[src/rtl/synaptic_spike_delay_line_pkg.sv]
// rtl/synaptic_spike_delay_line_pkg.sv - shared SNN constants and delay helper
// Purpose: lane count, delay field width and max-delay helper for the SNN datapath.
// Lane packing on all multi-lane buses: lane i occupies [i*W +: W].
package snn_pkg;

  localparam int SNN_M       = 4;
  localparam int SNN_DELAY_W = 2;

  // Largest delay, in timesteps, that a dw-bit delay field can encode.
  function automatic int max_delay(input int dw);
    return (1 << dw) - 1;
  endfunction

endpackage

[src/rtl/synaptic_spike_delay_line_if.sv]
// rtl/synaptic_spike_delay_line_if.sv - spike/delay bus between driver and delay line
// Purpose: groups the timestep, spike and delay-configuration signals.
// Signals: enable, input_spikes[M], delays[M*DW], delays_load (driver -> delay line);
//          delayed_spikes[M], spikes_valid, pending (delay line -> consumer).
interface synaptic_spike_delay_line_if
  import snn_pkg::*;
#(
  parameter int M  = SNN_M,
  parameter int DW = SNN_DELAY_W
);

  logic              enable;
  logic [M-1:0]      input_spikes;
  logic [M*DW-1:0]   delays;
  logic              delays_load;
  logic [M-1:0]      delayed_spikes;
  logic              spikes_valid;
  logic              pending;

  modport master (
    output enable, input_spikes, delays, delays_load,
    input  delayed_spikes, spikes_valid, pending
  );

  modport slave (
    input  enable, input_spikes, delays, delays_load,
    output delayed_spikes, spikes_valid, pending
  );

endinterface

[src/rtl/synaptic_spike_delay_line_tap.sv]
// rtl/synaptic_spike_delay_line_tap.sv - one synapse lane: spike history and delay tap
// Purpose: holds the last MAX_DELAY spikes of one lane and emits the one selected by delay.
// Ports: clk, reset (sync, active-high), step (advance one timestep), flush (clear history),
//        spike_in, delay[DW-1:0], spike_out (registered), busy (history non-empty).
module spike_delay_tap
  import snn_pkg::*;
#(
  parameter int DW = SNN_DELAY_W
) (
  input  logic          clk,
  input  logic          reset,
  input  logic          step,
  input  logic          flush,
  input  logic          spike_in,
  input  logic [DW-1:0] delay,
  output logic          spike_out,
  output logic          busy
);

  localparam int MD = max_delay(DW);

  logic [MD-1:0] r_hist;
  logic          r_spike_out;
  logic [MD-1:0] w_next;
  logic [MD:0]   w_taps;

  // Tap k of w_taps is the spike from k steps ago; tap 0 is the live input,
  // so a delay of d selects w_taps[d] with no special case for d == 0.
  assign w_taps = {r_hist, spike_in};

  always_comb begin
    w_next    = r_hist << 1;
    w_next[0] = spike_in;
  end

  always_ff @(posedge clk) begin
    if (reset || flush) begin
      r_hist      <= '0;
      r_spike_out <= 1'b0;
    end else if (step) begin
      r_spike_out <= w_taps[delay];
      r_hist      <= w_next;
    end
  end

  assign spike_out = r_spike_out;
  assign busy      = |r_hist;

endmodule

[src/rtl/synaptic_spike_delay_line.sv]
// rtl/synaptic_spike_delay_line.sv - per-synapse programmable axonal delay line
// Purpose: re-emits each presynaptic spike delayed by its lane's 0..MAX_DELAY timesteps.
// Ports: clk, reset (sync, active-high), bus (slave): enable, input_spikes, delays,
//        delays_load in; delayed_spikes, spikes_valid, pending out.
module synaptic_spike_delay_line
  import snn_pkg::*;
#(
  parameter int M  = SNN_M,
  parameter int DW = SNN_DELAY_W
) (
  input logic                         clk,
  input logic                         reset,
  synaptic_spike_delay_line_if.slave  bus
);

  logic [M*DW-1:0] r_delay_reg;
  logic            r_spikes_valid;
  logic            w_step;
  logic [M-1:0]    w_spike_out;
  logic [M-1:0]    w_busy;

  // A load in the same cycle as a timestep discards that timestep entirely.
  assign w_step = bus.enable && !bus.delays_load;

  always_ff @(posedge clk) begin
    if (reset) begin
      r_delay_reg    <= '0;
      r_spikes_valid <= 1'b0;
    end else begin
      if (bus.delays_load) begin
        r_delay_reg <= bus.delays;
      end
      r_spikes_valid <= w_step;
    end
  end

  for (genvar i = 0; i < M; i++) begin : g_lane
    spike_delay_tap #(
      .DW (DW)
    ) u_tap (
      .clk       (clk),
      .reset     (reset),
      .step      (w_step),
      .flush     (bus.delays_load),
      .spike_in  (bus.input_spikes[i]),
      .delay     (r_delay_reg[i*DW +: DW]),
      .spike_out (w_spike_out[i]),
      .busy      (w_busy[i])
    );
  end

  assign bus.delayed_spikes = w_spike_out;
  assign bus.spikes_valid   = r_spikes_valid;
  assign bus.pending        = |w_busy;

endmodule
[src/flat_wrapper.sv]
// flat-port wrapper written by rule: the top's interface ports become plain ports
module synaptic_spike_delay_line_flat import snn_pkg::*;
#(
  parameter int M  = SNN_M,
  parameter int DW = SNN_DELAY_W
)
  (clk, reset, bus_enable, bus_input_spikes, bus_delays, bus_delays_load, bus_delayed_spikes, bus_spikes_valid, bus_pending);
  synaptic_spike_delay_line_if #(.M(M), .DW(DW)) bus_i ();
  input logic clk;
  input logic reset;
  input wire logic [$bits(bus_i.enable)-1:0] bus_enable;
  input wire logic [$bits(bus_i.input_spikes)-1:0] bus_input_spikes;
  input wire logic [$bits(bus_i.delays)-1:0] bus_delays;
  input wire logic [$bits(bus_i.delays_load)-1:0] bus_delays_load;
  output wire logic [$bits(bus_i.delayed_spikes)-1:0] bus_delayed_spikes;
  output wire logic [$bits(bus_i.spikes_valid)-1:0] bus_spikes_valid;
  output wire logic [$bits(bus_i.pending)-1:0] bus_pending;
  assign bus_i.enable = bus_enable;
  assign bus_i.input_spikes = bus_input_spikes;
  assign bus_i.delays = bus_delays;
  assign bus_i.delays_load = bus_delays_load;
  assign bus_delayed_spikes = bus_i.delayed_spikes;
  assign bus_spikes_valid = bus_i.spikes_valid;
  assign bus_pending = bus_i.pending;
  synaptic_spike_delay_line #(.M(M), .DW(DW)) u_core (.clk(clk), .reset(reset), .bus(bus_i));
endmodule
[config.mk]
export PLATFORM = sky130hd
export DESIGN_NAME = synaptic_spike_delay_line_flat
export DESIGN_NICKNAME = d
export VERILOG_FILES = /design/src/rtl/synaptic_spike_delay_line_pkg.sv /design/src/rtl/synaptic_spike_delay_line_if.sv /design/src/rtl/synaptic_spike_delay_line_tap.sv /design/src/rtl/synaptic_spike_delay_line.sv /design/src/flat_wrapper.sv
export SDC_FILE = /design/constraint.sdc
export NUM_CORES = 1
export LEC_CHECK = 0
export CAP_MARGIN = 10
export CORE_MARGIN = 2
export CORE_UTILIZATION = 44
export DETAILED_ROUTE_END_ITERATION = 10
export PLACE_DENSITY = 0.73
export SLEW_MARGIN = 10
export SYNTH_ARGS = -nofsm -noshare
export SYNTH_HDL_FRONTEND = slang
export SYNTH_SLANG_ARGS = --single-unit
[constraint.sdc]
create_clock -name clk -period 1.2 [get_ports clk]
set_clock_uncertainty 0.15 [all_clocks]
set_input_delay 0.24 -clock clk [delete_from_list [all_inputs] [get_ports clk]]
set_output_delay 0.24 -clock clk [all_outputs]
set_load 0.02 [all_outputs]
==> results.yml <==
timing:
  maxClockFrequency_mhz: 614
  setup-tns-final_ps: -465
  rsz0062_at_grt: "true"
  timing_max_transition_violations_final: 0
  setup_viol: 4
  max_slew.worst_pin.slew_ps: 300
  final_hold_viol_count: 0
  worst_slack_ps: -428
  period_share: 1.36
  slew_headroom: 0.799
  layout_min_cycle_time_ps: 1630
  whs_ps: 344
clocking:
  cts.root.buffer_cell: "clkbuf_4"
  tritoncts: "yes"
  cts-root-to-sink-buffers: 2
  cts_buffers: 3
  clock_sink_count: 25
  cts_hold_buffers: 0
  h-tree-depth: 1
  clkLatencyLatePin_ps: 330
  path_clk_slew_ps: 150
worst_setup_path:
  setup.reg_to_reg.worst_slack_ps: -20
  endpoint_kind: "output port"
  r2r.worst_path.cells: 4
  crit_fanout: 2
  critical_path_required_ps: 810
  r2r-start: "u_core.g_lane[3].u_tap.r_hist[1]"
  arrival_ps: 1240
  worst-setup-path-type: "flop to output port"
  setup.worst_path.start_class: "flop"
  timing.rr.end: "u_core.g_lane[3].u_tap.spike_out"
pwr:
  leakagePower_nw: 0.733
  p_sw_mw: 0.430
  sequentialPowerShare: 0.562
  power.switching_fraction: 0.270
  cellInternalPower_mw: 1.16
  power_per_cell_area_mw_per_mm2: 962
  irDropWorstVdd_uv: 701
  pwr-share-clk: 0.249
  final_total_power_mw: 1.59
  comb_power_share: 0.189
global_route:
  grt_pass1_vias: 960
  initial_antenna_violation_count: 0
  globalRoute.totalOverflow: 0
  global_route.usage.total: 0.215
  grt_start_max_net_pins: 15
  grt_pass1_wl_um: 4240
synthesis:
  xor_xnor_portion_of_the_synthesized_cell_area: 0
  yosys.cell_types.count: 14
  yosys.area_share.adder: 0
  yosys_warnings: 0
  synthSimpleGateAreaFrac: 0.199
  synthesis.instances: 108
  synth_top_family_by_area: "multiplexers"
  ys_ff_latch: 25
  synth_area_mm2: 0.00106
  syn-num-nets: 124
  area_fraction_in_compound_gates_after_synthesis: 0.0329
  muxShareOfSynthArea: 0.226
  synth.yosys.seq_area_share: 0.471
  post_synth.cell_area_avg_um2: 9.85
worst_hold_path:
  hold_path_end: "u_core.g_lane[0].u_tap.spike_out"
  hp-class: "input port to flop"
  start_point_of_the_worst_min_delay_path: "bus_delays_load"
  min_delay_path_depth: 3
floorplanning:
  io-pin-count: 22
  overall_die_area_mm2: 0.00283
  placement_rows: 17
  chipHeight_um: 53.2
  die_w_um: 53.2
  design.core.area_mm2: 0.00225
  initial_core_util: 0.472
placed_design:
  numPortBuffers: 21
  detailed_place_hpwl_um: 1790
  gpl.final_weighted_congestion: 0.832
drt:
  drt-wirelength-per-cell_um: 15.9
  via_count: 953
  detailedRoute.firstIterationViolations: 7
  1st_pass_router_iterations: 3
  drtAntennaViolNets: 0
  detail_route.wirelength_um: 2850
  route.detailed.drc: 0
  vias_per_cell: 5.32
status:
  status: "finished with violations"
  failed_checks: "setup timing"
finish:
  post_route_cells_drive_above_1_share: 0.457
  finalNetCount: 168
  largest_register_ffs: 12
  syn_to_final_growth_pct: 55.6
  antenna_cells: 0
run:
  cap_violations: 0
cells in the mapped netlist:
master      n  area [um^2]
nor4_1      7         43.8
nor2b_1     5         31.3
nand3_1     1         5.00
nor2_1     25         93.8
nand2b_1    1         6.26
and3_1      4         25.0
mux2i_1    24          240
buf_4       4         30.0
dfxtp_1    25          500
a2111oi_0   4         35.0
buf_6       2         22.5
or2_0       1         6.26
inv_1       1         3.75
buf_2       4         20.0
power by group through the flow:
| stage | Clock (mW) | Combinational (mW) | Sequential [mW] |
|---|---|---|---|
| after global placement | 0 | 0.244 | 0.899 |
| after detailed placement | 0 | 0.249 | 0.901 |
| final | 0.396 | 0.302 | 0.895 |
| after floorplan | 0 | 0.133 | 0.898 |
| after CTS | 0.397 | 0.272 | 0.888 |
| after global routing | 0.437 | 0.325 | 0.898 |
critical path: stages (launching register included):
cell	delay (ps)
dfxtp_2	360
nor4_4	280
nand3_1	130
buf_6	150
cell usage in the layout, fill, tap and decap left out:
master / netlist / routed
nand3_1: 1 / 1
nor4_2: 0 / 2
buf_6: 2 / 10
clkbuf_4: 0 / 3
dlygate4sd2_1: 0 / 2
dfxtp_2: 0 / 17
inv_1: 1 / 1
nor4_4: 0 / 2
a2111oi_4: 0 / 3
buf_4: 4 / 23
dfxtp_4: 0 / 2
nor4_1: 7 / 3
clkinv_2: 0 / 1
mux2i_1: 24 / 24
dfxtp_1: 25 / 6
and3_1: 4 / 4
nor2b_2: 0 / 2
buf_12: 0 / 1
or2_4: 0 / 1
nor2b_1: 5 / 3
clkdlybuf4s50_1: 0 / 13
nor2_1: 25 / 25
a2111oi_2: 0 / 1
nand2b_4: 0 / 1
cell families (layout without fill, tap and decap cells):
group	count (synthesis)	in the layout
simple gates	44	44
flops	25	25
compound gates	4	4
buf+inv	11	54
mux	24	24
final cells by class:
cell class	instances	area, um^2
sequential	25	529
clock buffer	3	22.5
clock inverter	1	5.00
inverter	1	3.75
multi-input combinational	72	607
timing repair buffer	49	453
fill	173	599
tap	28	35.0
through the flow:
step / util / std cells / area (um^2) / worst slack [ps]
after floorplan: - / 108 / 1070 / 10.8
after global placement: 0.633 / 172 / 1430 / -526
after detailed placement: 0.633 / 172 / 1430 / -605
after CTS: 0.681 / 177 / 1540 / -442
after global routing: 0.734 / 179 / 1660 / -496
final: 0.734 / 179 / 1660 / -428
worst max-delay path by stage:
stage | to | startpoint | cells past startpoint | slack [ps]
after floorplan | u_core.g_lane[0].u_tap.spike_out | bus_delays_load | 4 | 10
after global placement | u_core.g_lane[3].u_tap.spike_out | bus_enable | 5 | -530
after detailed placement | u_core.g_lane[1].u_tap.r_hist[1] | bus_delays_load | 4 | -600
after CTS | bus_pending | u_core.g_lane[1].u_tap.r_hist[2] | 3 | -440
after global routing | bus_pending | u_core.g_lane[2].u_tap.r_hist[0] | 3 | -500
final | bus_pending | u_core.g_lane[1].u_tap.r_hist[0] | 3 | -430
per-layer routing:
metal / track usage / part of all wire / vias up
met5: 0 / 0 / -
met1: 0.246 / 0.41 / 471
met3: 0.0424 / 0.032 / 6
met2: 0.369 / 0.54 / 22
met4: 0.128 / 0.026 / 0
li1: - / - / 454
timing repair:
| action | CTS | global route |
|---|---|---|
| endpoints found under the setup margin | 23 | 10 |
| pin swaps | 3 | 4 |
| buffers inserted | 1 | 2 |
| endpoints found under the hold margin | 0 | 0 |
| resized for setup | 58 | 28 |
Power figures use the tool's default switching activity.
